File: config.mk
export PLATFORM = sky130hd
export DESIGN_NAME = count_monitor
export DESIGN_NICKNAME = d
export VERILOG_FILES = /design/src/rtl/count_pkg.sv /design/src/rtl/bin2bcd_99.sv /design/src/rtl/count_monitor.sv
export SDC_FILE = /design/constraint.sdc
export NUM_CORES = 1
export LEC_CHECK = 0
export ABC_CLOCK_PERIOD_IN_PS = 3500
export CAP_MARGIN = 20
export CORE_MARGIN = 1
export CORE_UTILIZATION = 40
export DETAILED_ROUTE_END_ITERATION = 8
export GPL_TIMING_DRIVEN = 0
export PLACE_DENSITY = 0.75
export SYNTH_ARGS = -nofsm -noshare
export SYNTH_HDL_FRONTEND = slang
export SYNTH_HIERARCHICAL = 1
export SYNTH_SLANG_ARGS = --single-unit
File: constraint.sdc
create_clock -name clk_1Hz -period 3.5 [get_ports clk_1Hz]
set_clock_uncertainty 0.2 [all_clocks]
set_input_delay 0.525 -clock clk_1Hz [delete_from_list [all_inputs] [get_ports clk_1Hz]]
set_output_delay 0.525 -clock clk_1Hz [all_outputs]
set_load 0.01 [all_outputs]
File: src/rtl/count_pkg.sv
// count_pkg: shared constants and alarm state encoding for the count monitor slice.
//   MAX_COUNT_DEF : terminal value of the upstream 0..99 seconds counter
//   BCD_W         : width of one BCD digit
//   alarm_state_t : one-shot alarm FSM states (2-bit code exported for debug)
package count_pkg;

    localparam int MAX_COUNT_DEF = 99;
    localparam int BCD_W         = 4;

    typedef enum logic [1:0] {
        IDLE    = 2'd0,
        ARMED   = 2'd1,
        RINGING = 2'd2,
        DONE    = 2'd3
    } alarm_state_t;

endpackage

File: src/rtl/bin2bcd_99.sv
// bin2bcd_99: combinational 8-bit binary to two BCD digits with saturation.
//   bin  : binary value
//   tens : BCD tens digit (9 when bin > MAX_COUNT)
//   ones : BCD ones digit (9 when bin > MAX_COUNT)
//   oor  : bin exceeds MAX_COUNT
module bin2bcd_99
    import count_pkg::*;
#(
    parameter int MAX_COUNT = MAX_COUNT_DEF
) (
    input  logic [7:0]       bin,
    output logic [BCD_W-1:0] tens,
    output logic [BCD_W-1:0] ones,
    output logic             oor
);

    // Out-of-range values display as 99 so the display never shows a non-BCD digit.
    always_comb begin
        oor  = bin > 8'(MAX_COUNT);
        tens = oor ? BCD_W'(9) : BCD_W'(bin / 8'd10);
        ones = oor ? BCD_W'(9) : BCD_W'(bin % 8'd10);
    end

endmodule

File: src/rtl/count_monitor.sv
// count_monitor: watches the 0..99 up/down seconds counter in the clk_1Hz domain.
//   clk_1Hz     : 1 Hz clock shared with the upstream counter
//   reset       : asynchronous, active-high
//   count       : binary count from the upstream counter
//   updown      : counting direction, 1 = up, 0 = down
//   alarm_en    : arm alarm; low forces IDLE
//   alarm_value : binary match value
//   alarm_ack   : user acknowledge, level-sampled while ringing
//   tens/ones   : BCD of the registered count (one cycle behind count)
//   wrap        : one-cycle pulse when a wrap is captured
//   laps        : net wrap count, saturating at 0 and LAP_MAX
//   alarm       : high while the alarm FSM is RINGING
//   range_err   : sticky flag, a count above MAX_COUNT was captured
//   alarm_state : FSM state code for debug
module count_monitor
    import count_pkg::*;
#(
    parameter int MAX_COUNT = MAX_COUNT_DEF,
    parameter int HOLD_SECS = 10,
    parameter int LAP_MAX   = 255
) (
    input  logic             clk_1Hz,
    input  logic             reset,
    input  logic [7:0]       count,
    input  logic             updown,
    input  logic             alarm_en,
    input  logic [7:0]       alarm_value,
    input  logic             alarm_ack,
    output logic [BCD_W-1:0] tens,
    output logic [BCD_W-1:0] ones,
    output logic             wrap,
    output logic [7:0]       laps,
    output logic             alarm,
    output logic             range_err,
    output logic [1:0]       alarm_state
);

    localparam logic [7:0] MAX8      = 8'(MAX_COUNT);
    localparam logic [7:0] LAP8      = 8'(LAP_MAX);
    localparam logic [7:0] HOLD_LAST = 8'(HOLD_SECS - 1);

    logic [7:0]   cnt_q;
    logic [7:0]   hold_cnt;
    logic         valid;
    logic         err_q;
    logic         oor;
    logic         up_wrap;
    logic         dn_wrap;
    logic         match;
    alarm_state_t state;
    alarm_state_t state_nx;

    bin2bcd_99 #(.MAX_COUNT(MAX_COUNT)) u_bcd (
        .bin  (cnt_q),
        .tens (tens),
        .ones (ones),
        .oor  (oor)
    );

    // Wrap compares the held value with the incoming one; valid suppresses the
    // first edge after reset when cnt_q holds the reset value, not real history.
    assign up_wrap = valid &&  updown && cnt_q == MAX8  && count == 8'd0;
    assign dn_wrap = valid && !updown && cnt_q == 8'd0  && count == MAX8;

    // An out-of-range alarm_value can never match, even against an out-of-range count.
    assign match = count == alarm_value && alarm_value <= MAX8;

    // Raise range_err in the same cycle the display saturates, then hold it.
    assign range_err   = err_q | oor;
    assign alarm_state = state;

    always_ff @(posedge clk_1Hz or posedge reset) begin
        if (reset) begin
            cnt_q <= '0;
            valid <= 1'b0;
            err_q <= 1'b0;
            wrap  <= 1'b0;
            laps  <= '0;
        end else begin
            cnt_q <= count;
            valid <= 1'b1;
            err_q <= err_q | oor;
            wrap  <= up_wrap | dn_wrap;
            if (up_wrap && laps != LAP8)
                laps <= laps + 8'd1;
            else if (dn_wrap && laps != 8'd0)
                laps <= laps - 8'd1;
        end
    end

    always_comb begin
        state_nx = state;
        if (!alarm_en)
            state_nx = IDLE;
        else
            case (state)
                IDLE:    state_nx = ARMED;
                ARMED:   state_nx = match ? RINGING : ARMED;
                RINGING: state_nx = (alarm_ack || hold_cnt == HOLD_LAST) ? DONE : RINGING;
                DONE:    state_nx = (count != alarm_value) ? ARMED : DONE;
                default: state_nx = IDLE;
            endcase
    end

    // alarm decodes the next state so it rises and falls on the same edge as RINGING.
    always_ff @(posedge clk_1Hz or posedge reset) begin
        if (reset) begin
            state    <= IDLE;
            alarm    <= 1'b0;
            hold_cnt <= '0;
        end else begin
            state    <= state_nx;
            alarm    <= state_nx == RINGING;
            hold_cnt <= (state == RINGING) ? hold_cnt + 8'd1 : 8'd0;
        end
    end

endmodule

==> summary.md, run 1 <==
The number of pins with negative max-slew slack in the final report is 0. The post-synthesis cell count was 261. In this run, synthesis produced a sequential element count of 30. For the maximum buffer depth of the clock tree, the log shows 2. The tool flagged a number of max-cap violations equal to 0.

Setup repair after global routing left no endpoint under its margin. Routability-driven placement finished with a final weighted congestion of 0.898. The critical path goes through buf_4 > xor2_1 > mux2_2 > a2111oi_4 > a31o_2 > ha_2 > o21bai_1 > o22ai_2 > mux2_4 > clkbuf_2.

The worst setup path is launched from a register. Class of the worst hold path: reg2reg. The run gives 42.3% as the effective utilization at floorplan. The data required time at the worst endpoint was 2.77 ns. The mapped netlist covers 2390 µm². Terminating pin of the worst hold path: err_q. The first TritonRoute pass finished after 5 iterations.

The worst register-to-register path has a setup slack of 0.50 ns. After global routing the overflow that remains totals 0. The cell type group with the largest total delay on the critical path is compound AO/OA/AOI/OAI gates. Total global routing track utilization: 18.4%. For this run, the leading register cell type out of synthesis is sky130_fd_sc_hd__dfrtp_1. The biggest cell delay along the critical path is 0.43 ns.

The filler cells instantiated in the layout total 483. The logs give 0 for the number of diodes added for antenna fixing and 2 for the number of H-tree branching levels. Cell at the root of the clock tree: sky130_fd_sc_hd__clkbuf_8. Setup violations remaining at the end of the flow were counted as 0. TritonCTS built the clock tree. The clock-pin transition on the worst setup and hold timing paths is 0.06 ns, and the mean cell area of the mapped netlist is 9.15 µm². The tools report the hold path startpoint as err_q. The post-route worst setup slack is 0.0804 ns. The number of cells on the worst hold path came out at 1. For this run, the register share of the synthesized area comes to 31.4%. Number of antenna violations at the first check in global routing: 0. The horizontal die dimension was 79.3 µm; the violation count after the first detailed-route iteration was 110. Of the available clock period, the critical path in the final layout requires 97.7%.

Actual transition at the worst max-transition pin: 0.610 ns. The average vias per placed instance was 5.45; the number of synthesized flops with an enable pin was 0. Port buffering added 41 buffers. STA classifies the critical path endpoint as an output port.

For this design, the slowest cell found on the critical path is sky130_fd_sc_hd__dfrtp_2. Entering global routing, the biggest net connects 20 pins. The first global-routing pass estimated 9150 µm of wire. Number of cells on the worst reg-to-reg path: 12. The final route contains 2136 vias. Before CTS, the worst setup slack after placement is -0.218 ns.

The maximum vdd ir drop was 0.323 mV; the layout-stage area growth over the synthesis result was 32.4%. Share of final-layout standard cells stronger than drive strength 1: 21.6%. The buffer and inverter count on the worst path came out at 2. The flow ran to the end, and the final reports show no timing, DRC or antenna violations.

The tools report the number of clock sinks seen by CTS as 30. The hold slack came out at 0.248 ns. The Yosys step of the flow raised 6 warnings. STA puts the critical path data arrival time at 2.69 ns.

The run gives 42 as the number of placed I/O pins. The async set-or-reset flop fraction in the synthesized netlist is 100%, and the area of the placeable core is 5640 µm². The tools report the DRC violations left as 0.

Adding up every negative setup slack in the final design gives 0 ns. The routed length per placed instance is 14.0 µm, and the vertical die dimension is 79.3 µm. The logs give 2073 for the via count of the first global-routing pass and 0.28 ns for the clock latency on the worst-skew pair.

In this run the remaining antenna-violating nets after routing total 0. The HPWL after detailed placement is 3960 µm. The number of nets in the synthesized netlist is 292. After detailed routing, the total wire length is 5480 µm. The die covers 6280 µm². Along the worst path, the maximum fanout reaches 10.

The post-synthesis cell type count was 68; the worst-case headroom to the max-slew limit was 59.2%. The endpoint identified for the worst register-to-register timing path is laps[6]. TritonCTS created 5 clock buffers. Source of the worst register-to-register timing path: cnt_q[4]. Dividing total power by cell area gives a power density of 270 nW/µm². The number of hold violations in the final report was 0; the static power due to leakage was 1.33 nW. The tools report the number of nets in the finished design as 350. Count of hold-fix buffers inserted at cts: 0. The worst setup path is of the reg2out kind. The floorplan has 27 rows. The maximum clock frequency came out at 0.292 GHz. The smallest clock period supported by the final layout is computed as 3.42 ns.
-- Yosys cell counts, types with 2 or more instances --
library cell	number	share of area (%)
sky130_fd_sc_hd__nand3_1	7	1.5
sky130_fd_sc_hd__nand2_1	16	2.5
sky130_fd_sc_hd__and3b_1	3	1.1
sky130_fd_sc_hd__buf_1	2	0.31
sky130_fd_sc_hd__and3_1	3	0.79
sky130_fd_sc_hd__xnor2_1	10	3.7
sky130_fd_sc_hd__and2_1	2	0.52
sky130_fd_sc_hd__o22ai_1	3	0.79
sky130_fd_sc_hd__nand3b_1	2	0.63
sky130_fd_sc_hd__nor3_1	4	0.84
sky130_fd_sc_hd__nor3b_1	3	0.94
sky130_fd_sc_hd__o21a_1	2	0.63
sky130_fd_sc_hd__o211a_1	2	0.84
sky130_fd_sc_hd__o211ai_1	3	0.94
sky130_fd_sc_hd__o21bai_1	2	0.63
sky130_fd_sc_hd__buf_6	3	1.4
sky130_fd_sc_hd__nor2b_1	3	0.79
sky130_fd_sc_hd__nor4_1	5	1.3
sky130_fd_sc_hd__ha_1	9	4.7
sky130_fd_sc_hd__dfrtp_1	30	31
sky130_fd_sc_hd__nor2_1	29	4.6
sky130_fd_sc_hd__buf_2	6	1.3
sky130_fd_sc_hd__nand2b_1	7	1.8
sky130_fd_sc_hd__o31ai_1	5	1.6
sky130_fd_sc_hd__o21ai_0	7	1.5
sky130_fd_sc_hd__a21oi_1	13	2.7
sky130_fd_sc_hd__nand4_1	5	1.3
sky130_fd_sc_hd__nor4b_1	2	0.73
sky130_fd_sc_hd__mux2i_1	3	1.3
sky130_fd_sc_hd__clkbuf_1	2	0.31
sky130_fd_sc_hd__inv_1	10	1.6
sky130_fd_sc_hd__nand4b_1	2	0.73
sky130_fd_sc_hd__mux2_4	7	4.4
sky130_fd_sc_hd__xor2_1	15	5.5
-- routing by layer --
metal | vias up | wire (µm) | GRT usage (%)
met5 | - | 0 | 0
li1 | 1058 | - | -
met4 | 0 | 119 | 8.73
met1 | 1018 | 2490 | 23.0
met2 | 49 | 2670 | 31.5
met3 | 11 | 204 | 2.30
-- cell type report --
cell class	instances	area (µm²)	area share (%)
clock inverter	1	5.00	0.158
sequential	30	754	23.9
inverter	10	37.5	1.19
clock buffer	7	86.3	2.73
multi-input combinational	207	1590	50.4
timing repair buffer	52	509	16.1
buffer	13	86.3	2.73
tap	72	90.1	2.85
-- worst max-delay path by stage --
| stage | start | endpoint | slack [ns] | cells after the start |
|---|---|---|---|---|
| CTS | cnt_q[4] | ones[1] | 0.001 | 9 |
| detailed placement | cnt_q[6] | ones[3] | -0.22 | 10 |
| global route | cnt_q[6] | ones[3] | 0.00004 | 10 |
| floorplan | cnt_q[4] | ones[3] | 0.51 | 9 |
| global placement | cnt_q[6] | ones[3] | -0.18 | 10 |
| finish | cnt_q[6] | ones[3] | 0.08 | 10 |
-- cell usage in the layout, fill, tap and decap left out, types with 3 or more instances in the layout --
cell type	instances
sky130_fd_sc_hd__clkdlybuf4s50_1	38
sky130_fd_sc_hd__nor2_1	29
sky130_fd_sc_hd__dfrtp_1	27
sky130_fd_sc_hd__nand2_1	16
sky130_fd_sc_hd__xor2_1	15
sky130_fd_sc_hd__buf_4	12
sky130_fd_sc_hd__a21oi_1	11
sky130_fd_sc_hd__xnor2_1	10
sky130_fd_sc_hd__inv_1	9
sky130_fd_sc_hd__ha_1	8
sky130_fd_sc_hd__mux2_4	7
sky130_fd_sc_hd__nand2b_1	7
sky130_fd_sc_hd__nand3_1	7
sky130_fd_sc_hd__o21ai_0	7
sky130_fd_sc_hd__clkbuf_8	6
sky130_fd_sc_hd__nand4_1	5
sky130_fd_sc_hd__nor4_1	5
sky130_fd_sc_hd__buf_2	5
sky130_fd_sc_hd__nor3_1	3
sky130_fd_sc_hd__and3b_1	3
sky130_fd_sc_hd__o31ai_1	3
sky130_fd_sc_hd__and3_1	3
sky130_fd_sc_hd__a21oi_2	3
sky130_fd_sc_hd__nor2b_1	3
sky130_fd_sc_hd__o211ai_1	3
sky130_fd_sc_hd__mux2i_1	3
sky130_fd_sc_hd__dfrtp_2	3
sky130_fd_sc_hd__buf_6	3
-- cell families (layout without fill, tap and decap cells) --
group	count (synthesis)	in the layout	share of synthesized area, %
AO/OA/AOI/OAI	55	55	16.8
flip-flops	30	30	31.4
XOR/XNOR	25	25	9.17
buffers and inverters	24	83	5.19
multiplexers	11	11	6.13
adder cells (fa/ha/maj)	10	10	5.55
other	1	1	0.157
AND/OR/NAND/NOR	105	105	25.6
-- worst register-to-register path, stage by stage, from the launching register on --
cell	delay (ns)
sky130_fd_sc_hd__dfrtp_2	0.40
sky130_fd_sc_hd__buf_4	0.13
sky130_fd_sc_hd__buf_4	0.14
sky130_fd_sc_hd__nor3_1	0.22
sky130_fd_sc_hd__nand3_2	0.16
sky130_fd_sc_hd__nor3_4	0.23
sky130_fd_sc_hd__inv_2	0.13
sky130_fd_sc_hd__fa_1	0.43
sky130_fd_sc_hd__a21oi_2	0.18
sky130_fd_sc_hd__o211ai_1	0.13
sky130_fd_sc_hd__a21oi_1	0.19
sky130_fd_sc_hd__xnor2_1	0.08
sky130_fd_sc_hd__mux2_4	0.26
-- what timing repair did --
item | in CTS | in global routing
gates resized for setup | 19 | 10
hold endpoints to repair | 0 | 0
endpoints found under the setup margin | 3 | 5
pin swaps | 5 | 4
buffers inserted | 6 | 4
-- registers in the layout (all words and copies together), names as in the netlist --
register / cells
cnt_q: 8
laps: 8
valid: 1
alarm_state: 2
alarm: 1
err_q: 1
hold_cnt: 8
wrap: 1
-- through the flow --
stage          power [mW]  cell area (µm²)  util, %  std cells
2_1_floorplan       0.483             2390        -        261
3_3_place_gp        0.553             2890     51.2        374
3_5_place_dp        0.559             2920     51.7        375
4_1_cts             0.854             3100     55.0        388
5_1_grt             0.897             3160     56.1        392
6_report            0.855             3160     56.1        392
-- report_power, final --
group / switching [mW] / internal, mW / leakage [nW]
logic: 0.106 / 0.109 / 0.897
registers: 0.00708 / 0.354 / 0.388
clock network: 0.122 / 0.158 / 0.0482
total: 0.234 / 0.621 / 1.33
(Power assumes the default switching activity.)
==> inputs of run 2 (changes only) <==
--- a/config.mk
+++ b/config.mk
@@ -12,6 +12,7 @@
 export DETAILED_ROUTE_END_ITERATION = 8
 export GPL_TIMING_DRIVEN = 0
 export PLACE_DENSITY = 0.75
+export SLEW_MARGIN = 30
 export SYNTH_ARGS = -nofsm -noshare
 export SYNTH_HDL_FRONTEND = slang
 export SYNTH_HIERARCHICAL = 1
==> run 2 against run 1 <==
Cell count is 0.77% lower. Maximum frequency hardly changed. Worst setup slack gained 0.0012 ns. Non-clock buffer count fell by 3. Hold slack worse by 0.0026 ns. Clock power shrank 2%. Register-to-register slack better by 0.02 ns. Clock-buffer cell count stayed put. Combinational power is essentially flat. Via count decreased by 0.19%. Global-route usage rose by 0.26 points. Critical path depth fell by 2. Highest routed layer unchanged.
==> summary.md, run 2 (synthesized netlist as in run 1, its figures left out) <==
For the DRC violations left, the log shows 0 (unchanged). The data required time at the worst endpoint was 2.77 ns (about the same); the total power of the final layout was 0.849 mW (was 0.855 mW). Number of pins with negative max-slew slack in the final report: 0 (unchanged). Pin count of the biggest net entering global routing: 31 (was 20). The data arrival time of the critical path was 2.69 ns (about the same); the fraction of the cycle the final worst path needs was 97.7% (about the same). Layout-stage area growth over the synthesis result: 31.4% (was 32.4%). The number of nets with antenna violations after detailed routing is 0 (unchanged), and the maximum buffer depth of the clock tree is 2 (unchanged). The number of buffer cells added on primary ports is 41 (unchanged), and the number of hold violations in the final report is 0 (unchanged).

The cell area power density works out to 270 nW/µm² (about the same). Number of rows in the core area: 27 (unchanged). The logs give 0.312 mV (was 0.323 mV) for the maximum vdd ir drop and 3140 µm² (was 3160 µm²) for the post-route cell area.

Registers with the highest flip-flop counts: cnt_q (8), hold_cnt (8), laps (8) (unchanged). For the number of iterations in the first detailed-routing pass, the log shows 5 (unchanged). The minimum clock period after layout came out at 3.42 ns (about the same). The number of placed I/O pins is 42 (unchanged).

The routability congestion estimate is 0.898 (unchanged). The number of antenna violations at the first check in global routing is 0 (unchanged), and the utilization after layout is 55.6% (was 56.1%). The static power due to leakage came out at 1.31 nW (was 1.33 nW).

The routed length per placed instance is 14.2 µm (was 14.0 µm). The total die area is 6280 µm² (unchanged). Effective utilization at floorplan: 42.3% (unchanged). TritonCTS built the clock tree. The via count was 2132 (was 2136). The tools report the type of destination of the critical path as an output port (unchanged). The actual transition at the worst max-transition pin came out at 0.623 ns (was 0.610 ns). Number of diodes added for antenna fixing: 0 (unchanged).

The number of H-tree branching levels is 2 (unchanged). For the number of CTS-inserted buffers, the log shows 5 (unchanged). The vertical die dimension was 79.3 µm (unchanged); the clock-pin transition on the worst setup and hold timing paths was 0.06 ns (about the same).

The logs give 5540 µm (was 5480 µm) for the routed wire length and 0 ns (unchanged) for the post-route setup TNS. Top library cells by usage in the layout, fill and taps aside: sky130_fd_sc_hd__clkdlybuf4s50_1 (37), sky130_fd_sc_hd__nor2_1 (29), sky130_fd_sc_hd__dfrtp_1 (26) (was sky130_fd_sc_hd__clkdlybuf4s50_1 (38), sky130_fd_sc_hd__nor2_1 (29), sky130_fd_sc_hd__dfrtp_1 (27)). The average vias per placed instance was 5.48 (was 5.45); the number of cells on the worst hold path was 1 (unchanged).

Maximum clock frequency: 0.293 GHz (was 0.292 GHz). Number of cells on the worst reg-to-reg path: 10 (was 12). Total global routing overflow: 0 (unchanged).

The number of nets in the finished design is 347 (was 350), and the layout filler cell count is 487 (was 483). The run gives 18.7% (was 18.4%) as the total global routing track utilization. The wire length of the first global-routing pass was 9430 µm (was 9150 µm). The path type of the worst setup path was reg2out (unchanged). The horizontal die dimension was 79.3 µm (unchanged). Class of the worst hold path: reg2reg (unchanged). Placed standard-cell area: 2890 µm² (was 2920 µm²). The tools report the cell at the root of the clock tree as sky130_fd_sc_hd__clkbuf_8 (unchanged). Area of the placeable core: 5640 µm² (unchanged). The run finished with clean final reports.

The number of endpoints failing setup at the final stage is 0 (unchanged). The share of final-layout standard cells stronger than drive strength 1 came out at 21.8% (was 21.6%). The most common cell after layout, fill and taps aside was sky130_fd_sc_hd__clkdlybuf4s50_1 (unchanged). The largest fanout on the critical path is 8 (was 10). The HPWL reported at the end of detailed placement is 3950 µm (was 3960 µm). The number of max-capacitance violations reported was 0 (unchanged); the worst-case headroom to the max-slew limit was 58.3% (was 59.2%). The tools report the hold slack as 0.246 ns (was 0.248 ns).

The logs give 0.27 ns (was 0.28 ns) for the clock latency on the worst-skew pair and 30 (unchanged) for the number of clock sinks seen by CTS. The critical path launch point type was a register (unchanged). The count of hold-fix buffers inserted at cts is 0 (unchanged).

The violation count after the first detailed-route iteration was 103 (was 110); the via count of the first global-routing pass was 2061 (was 2073).
-- run 2: power by group --
part / internal [mW] / switching (mW) / total (mW)
clock: 0.158 / 0.117 / 0.275
sequential: 0.354 / 0.00764 / 0.362
combinational: 0.106 / 0.106 / 0.212
total: 0.619 / 0.231 / 0.849
-- run 2: per-stage QoR --
step,setup WS [ns],instances
6_report,0.0816,389
4_1_cts,-0.0472,386
2_1_floorplan,0.510,261
3_5_place_dp,-0.284,374
3_3_place_gp,-0.184,374
5_1_grt,-0.0159,389
-- run 2: critical path, stage by stage (launching register included) --
cell	delay, ns
sky130_fd_sc_hd__dfrtp_2	0.46
sky130_fd_sc_hd__buf_4	0.16
sky130_fd_sc_hd__nand2b_1	0.20
sky130_fd_sc_hd__o311a_1	0.32
sky130_fd_sc_hd__o31ai_2	0.31
sky130_fd_sc_hd__o31ai_2	0.14
sky130_fd_sc_hd__o21a_1	0.15
sky130_fd_sc_hd__o211a_1	0.21
sky130_fd_sc_hd__clkdlybuf4s50_1	0.47
-- run 2: worst paths after layout --
kind	start	end	slack [ns]
max	cnt_q[2]	ones[1]	0.08
min	err_q	err_q	0.25
max reg2reg	cnt_q[1]	laps[6]	0.52
min reg2reg	err_q	err_q	0.25
max in group asynchronous	reset	cnt_q[7]	2.21
min in group asynchronous	reset	laps[4]	0.46
-- run 2: layer usage --
layer	GRT usage, %	vias to the layer above	routed length [µm]
met4	5.45	0	65
met1	24.5	1011	2470
met3	2.87	6	272
met2	31.6	65	2740
met5	0	-	0
li1	-	1050	-
-- run 2: final cells by class --
type                            count  area, µm²  share of cell area (%)
Multi-Input combinational cell    207       1600                    51.1
Sequential cell                    30        756                    24.1
Timing Repair Buffer               49        469                    14.9
Buffer                             13       92.6                    2.95
Tap cell                           72       90.1                    2.87
Clock buffer                        7       86.3                    2.75
Inverter                           10       37.5                    1.20
Clock inverter                      1       5.00                   0.159
-- run 2: repair_timing --
item,CTS,global route
setup endpoints to repair,3,6
gates resized for setup,16,22
pin swaps,2,7
setup buffers,5,3
==> inputs of run 3 (changes only) <==
--- a/config.mk
+++ b/config.mk
@@ -10,7 +10,6 @@
 export CORE_MARGIN = 1
 export CORE_UTILIZATION = 40
 export DETAILED_ROUTE_END_ITERATION = 8
-export GPL_TIMING_DRIVEN = 0
 export PLACE_DENSITY = 0.75
 export SLEW_MARGIN = 30
 export SYNTH_ARGS = -nofsm -noshare
==> run 3 against run 2 <==
Maximum frequency is 1.5% lower. Final area is 2.4% higher. Critical path depth grew 1. First-iteration DRC count decreased by 28%. Combinational power is essentially flat. Utilization rose by 1.4 points. Clock-buffer cell count stayed put. Non-clock buffer count up 11. Worst setup slack worse by 0.051 ns. Flip-flop and latch count is the same. Wire length rose by 4.0%. Global-route usage up 0.37 points.
==> summary.md, run 3 (synthesized netlist as in run 1, its figures left out) <==
The run finished with clean final reports. The worst-case headroom to the max-slew limit is 52.6% (was 58.3%), and the layout-stage area growth over the synthesis result is 34.6% (was 31.4%). The run gives 2173 (was 2132) as the via count. TritonCTS built the clock tree.

The area of the placeable core came out at 5640 µm² (unchanged). The number of placed cells counting well taps came out at 384 (was 374). Top library cells by usage in the layout, fill and taps aside: sky130_fd_sc_hd__clkdlybuf4s50_1 (37), sky130_fd_sc_hd__buf_4 (32), sky130_fd_sc_hd__nor2_1 (29) (was sky130_fd_sc_hd__clkdlybuf4s50_1 (37), sky130_fd_sc_hd__nor2_1 (29), sky130_fd_sc_hd__dfrtp_1 (26)). The number of H-tree branching levels was 2 (unchanged); the number of rows in the core area was 27 (unchanged).

The data required time at the worst endpoint is 2.77 ns (about the same). Pin count of the biggest net entering global routing: 23 (was 31). The number of max-capacitance violations reported is 0 (unchanged), and the number of placed I/O pins is 42 (unchanged).

The number of standard cells in the final layout excluding fillers came out at 400 (was 389). The maximum vdd ir drop is 0.262 mV (was 0.312 mV), and the number of endpoints failing setup at the final stage is 0 (unchanged). The logs give 0 (unchanged) for the number of hold violations in the final report and 1.38 nW (was 1.31 nW) for the static power due to leakage. Cell area power density: 269 nW/µm² (was 270 nW/µm²). The tools report the routed wire length as 5760 µm (was 5540 µm). The post-route worst setup slack is 0.0306 ns (was 0.0816 ns). The total global routing overflow was 0 (unchanged); the total die area was 6280 µm² (unchanged). The hold slack is 0.254 ns (was 0.246 ns), and the share of final-layout standard cells stronger than drive strength 1 is 23.2% (was 21.8%). The data arrival time of the critical path was 2.74 ns (was 2.69 ns). Registers with the highest flip-flop counts: cnt_q (8), hold_cnt (8), laps (8) (unchanged). The number of buffer cells added on primary ports was 41 (unchanged); the number of pins with negative max-slew slack in the final report was 0 (unchanged). The average vias per placed instance is 5.43 (was 5.48). Path type of the worst setup path: reg2out (unchanged).

The minimum clock period after layout is 3.47 ns (was 3.42 ns). The actual transition at the worst max-transition pin is 0.710 ns (was 0.623 ns), and the post-placement setup slack is 0.0652 ns (was -0.284 ns). The number of nets in the finished design is 358 (was 347), and the routed length per placed instance is 14.4 µm (was 14.2 µm). The wire length of the first global-routing pass came out at 9350 µm (was 9430 µm). The most common cell after layout, fill and taps aside is sky130_fd_sc_hd__clkdlybuf4s50_1 (unchanged). For the DRC violations left, the log shows 0 (unchanged). The largest fanout on the critical path was 7 (was 8); the violation count after the first detailed-route iteration was 74 (was 103). The clock-pin transition on the worst setup and hold timing paths works out to 0.06 ns (about the same). Setup repair after global routing could not meet its margin everywhere.

The horizontal die dimension was 79.3 µm (unchanged); the total global routing track utilization was 19.1% (was 18.7%). The maximum buffer depth of the clock tree was 2 (unchanged); the number of CTS-inserted buffers was 5 (unchanged). The routability congestion estimate is 0.862 (was 0.898), and the clock latency on the worst-skew pair is 0.28 ns (was 0.27 ns). The placed standard-cell area is 2980 µm² (was 2890 µm²), and the number of antenna violations at the first check in global routing is 0 (unchanged).

Post-route cell area: 3220 µm² (was 3140 µm²). Via count of the first global-routing pass: 2175 (was 2061). The run gives 4110 µm (was 3950 µm) as the HPWL reported at the end of detailed placement. The class of the worst hold path was reg2reg (unchanged). For the number of diodes added for antenna fixing, the log shows 0 (unchanged). For the maximum clock frequency, the log shows 0.288 GHz (was 0.293 GHz). Effective utilization at floorplan: 42.3% (unchanged). Critical path launch point type: a register (unchanged). The run gives 30 (unchanged) as the number of clock sinks seen by CTS. Type of destination of the critical path: an output port (unchanged). The cell at the root of the clock tree is sky130_fd_sc_hd__clkbuf_8 (unchanged). Vertical die dimension: 79.3 µm (unchanged). For the number of iterations in the first detailed-routing pass, the log shows 4 (was 5). The run gives 0.865 mW (was 0.849 mW) as the total power of the final layout.

The number of nets with antenna violations after detailed routing came out at 0 (unchanged). The fraction of the cycle the final worst path needs is 99.1% (was 97.7%).
==> run 3: where the power goes <==
part           switching, mW  internal, mW  total (mW)
clock network          0.128         0.158       0.287
registers             0.0101         0.354       0.364
logic                  0.102         0.112       0.214
==> run 3: final cells by class <==
type                       count  area (µm²)
inverter                      10        37.5
tap                           72        90.1
fill                         484        2430
clock inverter                 1        5.00
sequential                    30         756
clock buffer                   7        86.3
timing repair buffer          73         657
multi-input combinational    207        1580
==> run 3: timing repair <==
item	in CTS	in global routing
gates resized for setup	7	16
hold buffers	0	0
setup buffers	4	4
endpoints found under the setup margin	3	4
pin swaps	3	4
==> run 3: per-layer routing <==
| layer | GRT usage, % | vias up | routed length, µm |
|---|---|---|---|
| met5 | 0 | - | 0 |
| met4 | 8.73 | 0 | 80 |
| met3 | 4.37 | 10 | 156 |
| met2 | 33.1 | 38 | 2930 |
| met1 | 22.2 | 1052 | 2590 |
| li1 | - | 1073 | - |
==> run 3: per-stage QoR <==
stage | util (%) | setup TNS (ns)
4_1_cts | 55.2 | 0
5_1_grt | 57.0 | -0.118
2_1_floorplan | - | 0
3_5_place_dp | 52.9 | 0
6_report | 57.0 | 0
3_3_place_gp | 52.9 | 0
==> run 3: worst paths after layout <==
path / start / endpoint / slack (ns) / cells past startpoint
hold reg to reg: err_q / err_q / 0.25 / 1
setup / recovery: cnt_q[2] / ones[3] / 0.03 / 9
hold / removal: err_q / err_q / 0.25 / 1
min in group asynchronous: reset / hold_cnt[6] / 0.45 / 2
max in group asynchronous: reset / cnt_q[4] / 2.06 / 3
setup reg to reg: cnt_q[4] / laps[6] / 0.47 / 11
==> run 3: critical path: stages, from the launching register on <==
cell	delay (ns)
sky130_fd_sc_hd__dfrtp_2	0.46
sky130_fd_sc_hd__and2_1	0.20
sky130_fd_sc_hd__mux2_2	0.30
sky130_fd_sc_hd__a2111oi_4	0.35
sky130_fd_sc_hd__a31o_2	0.17
sky130_fd_sc_hd__ha_2	0.18
sky130_fd_sc_hd__o21bai_1	0.12
sky130_fd_sc_hd__o22ai_2	0.10
sky130_fd_sc_hd__mux2_4	0.30
sky130_fd_sc_hd__dlygate4sd2_1	0.28
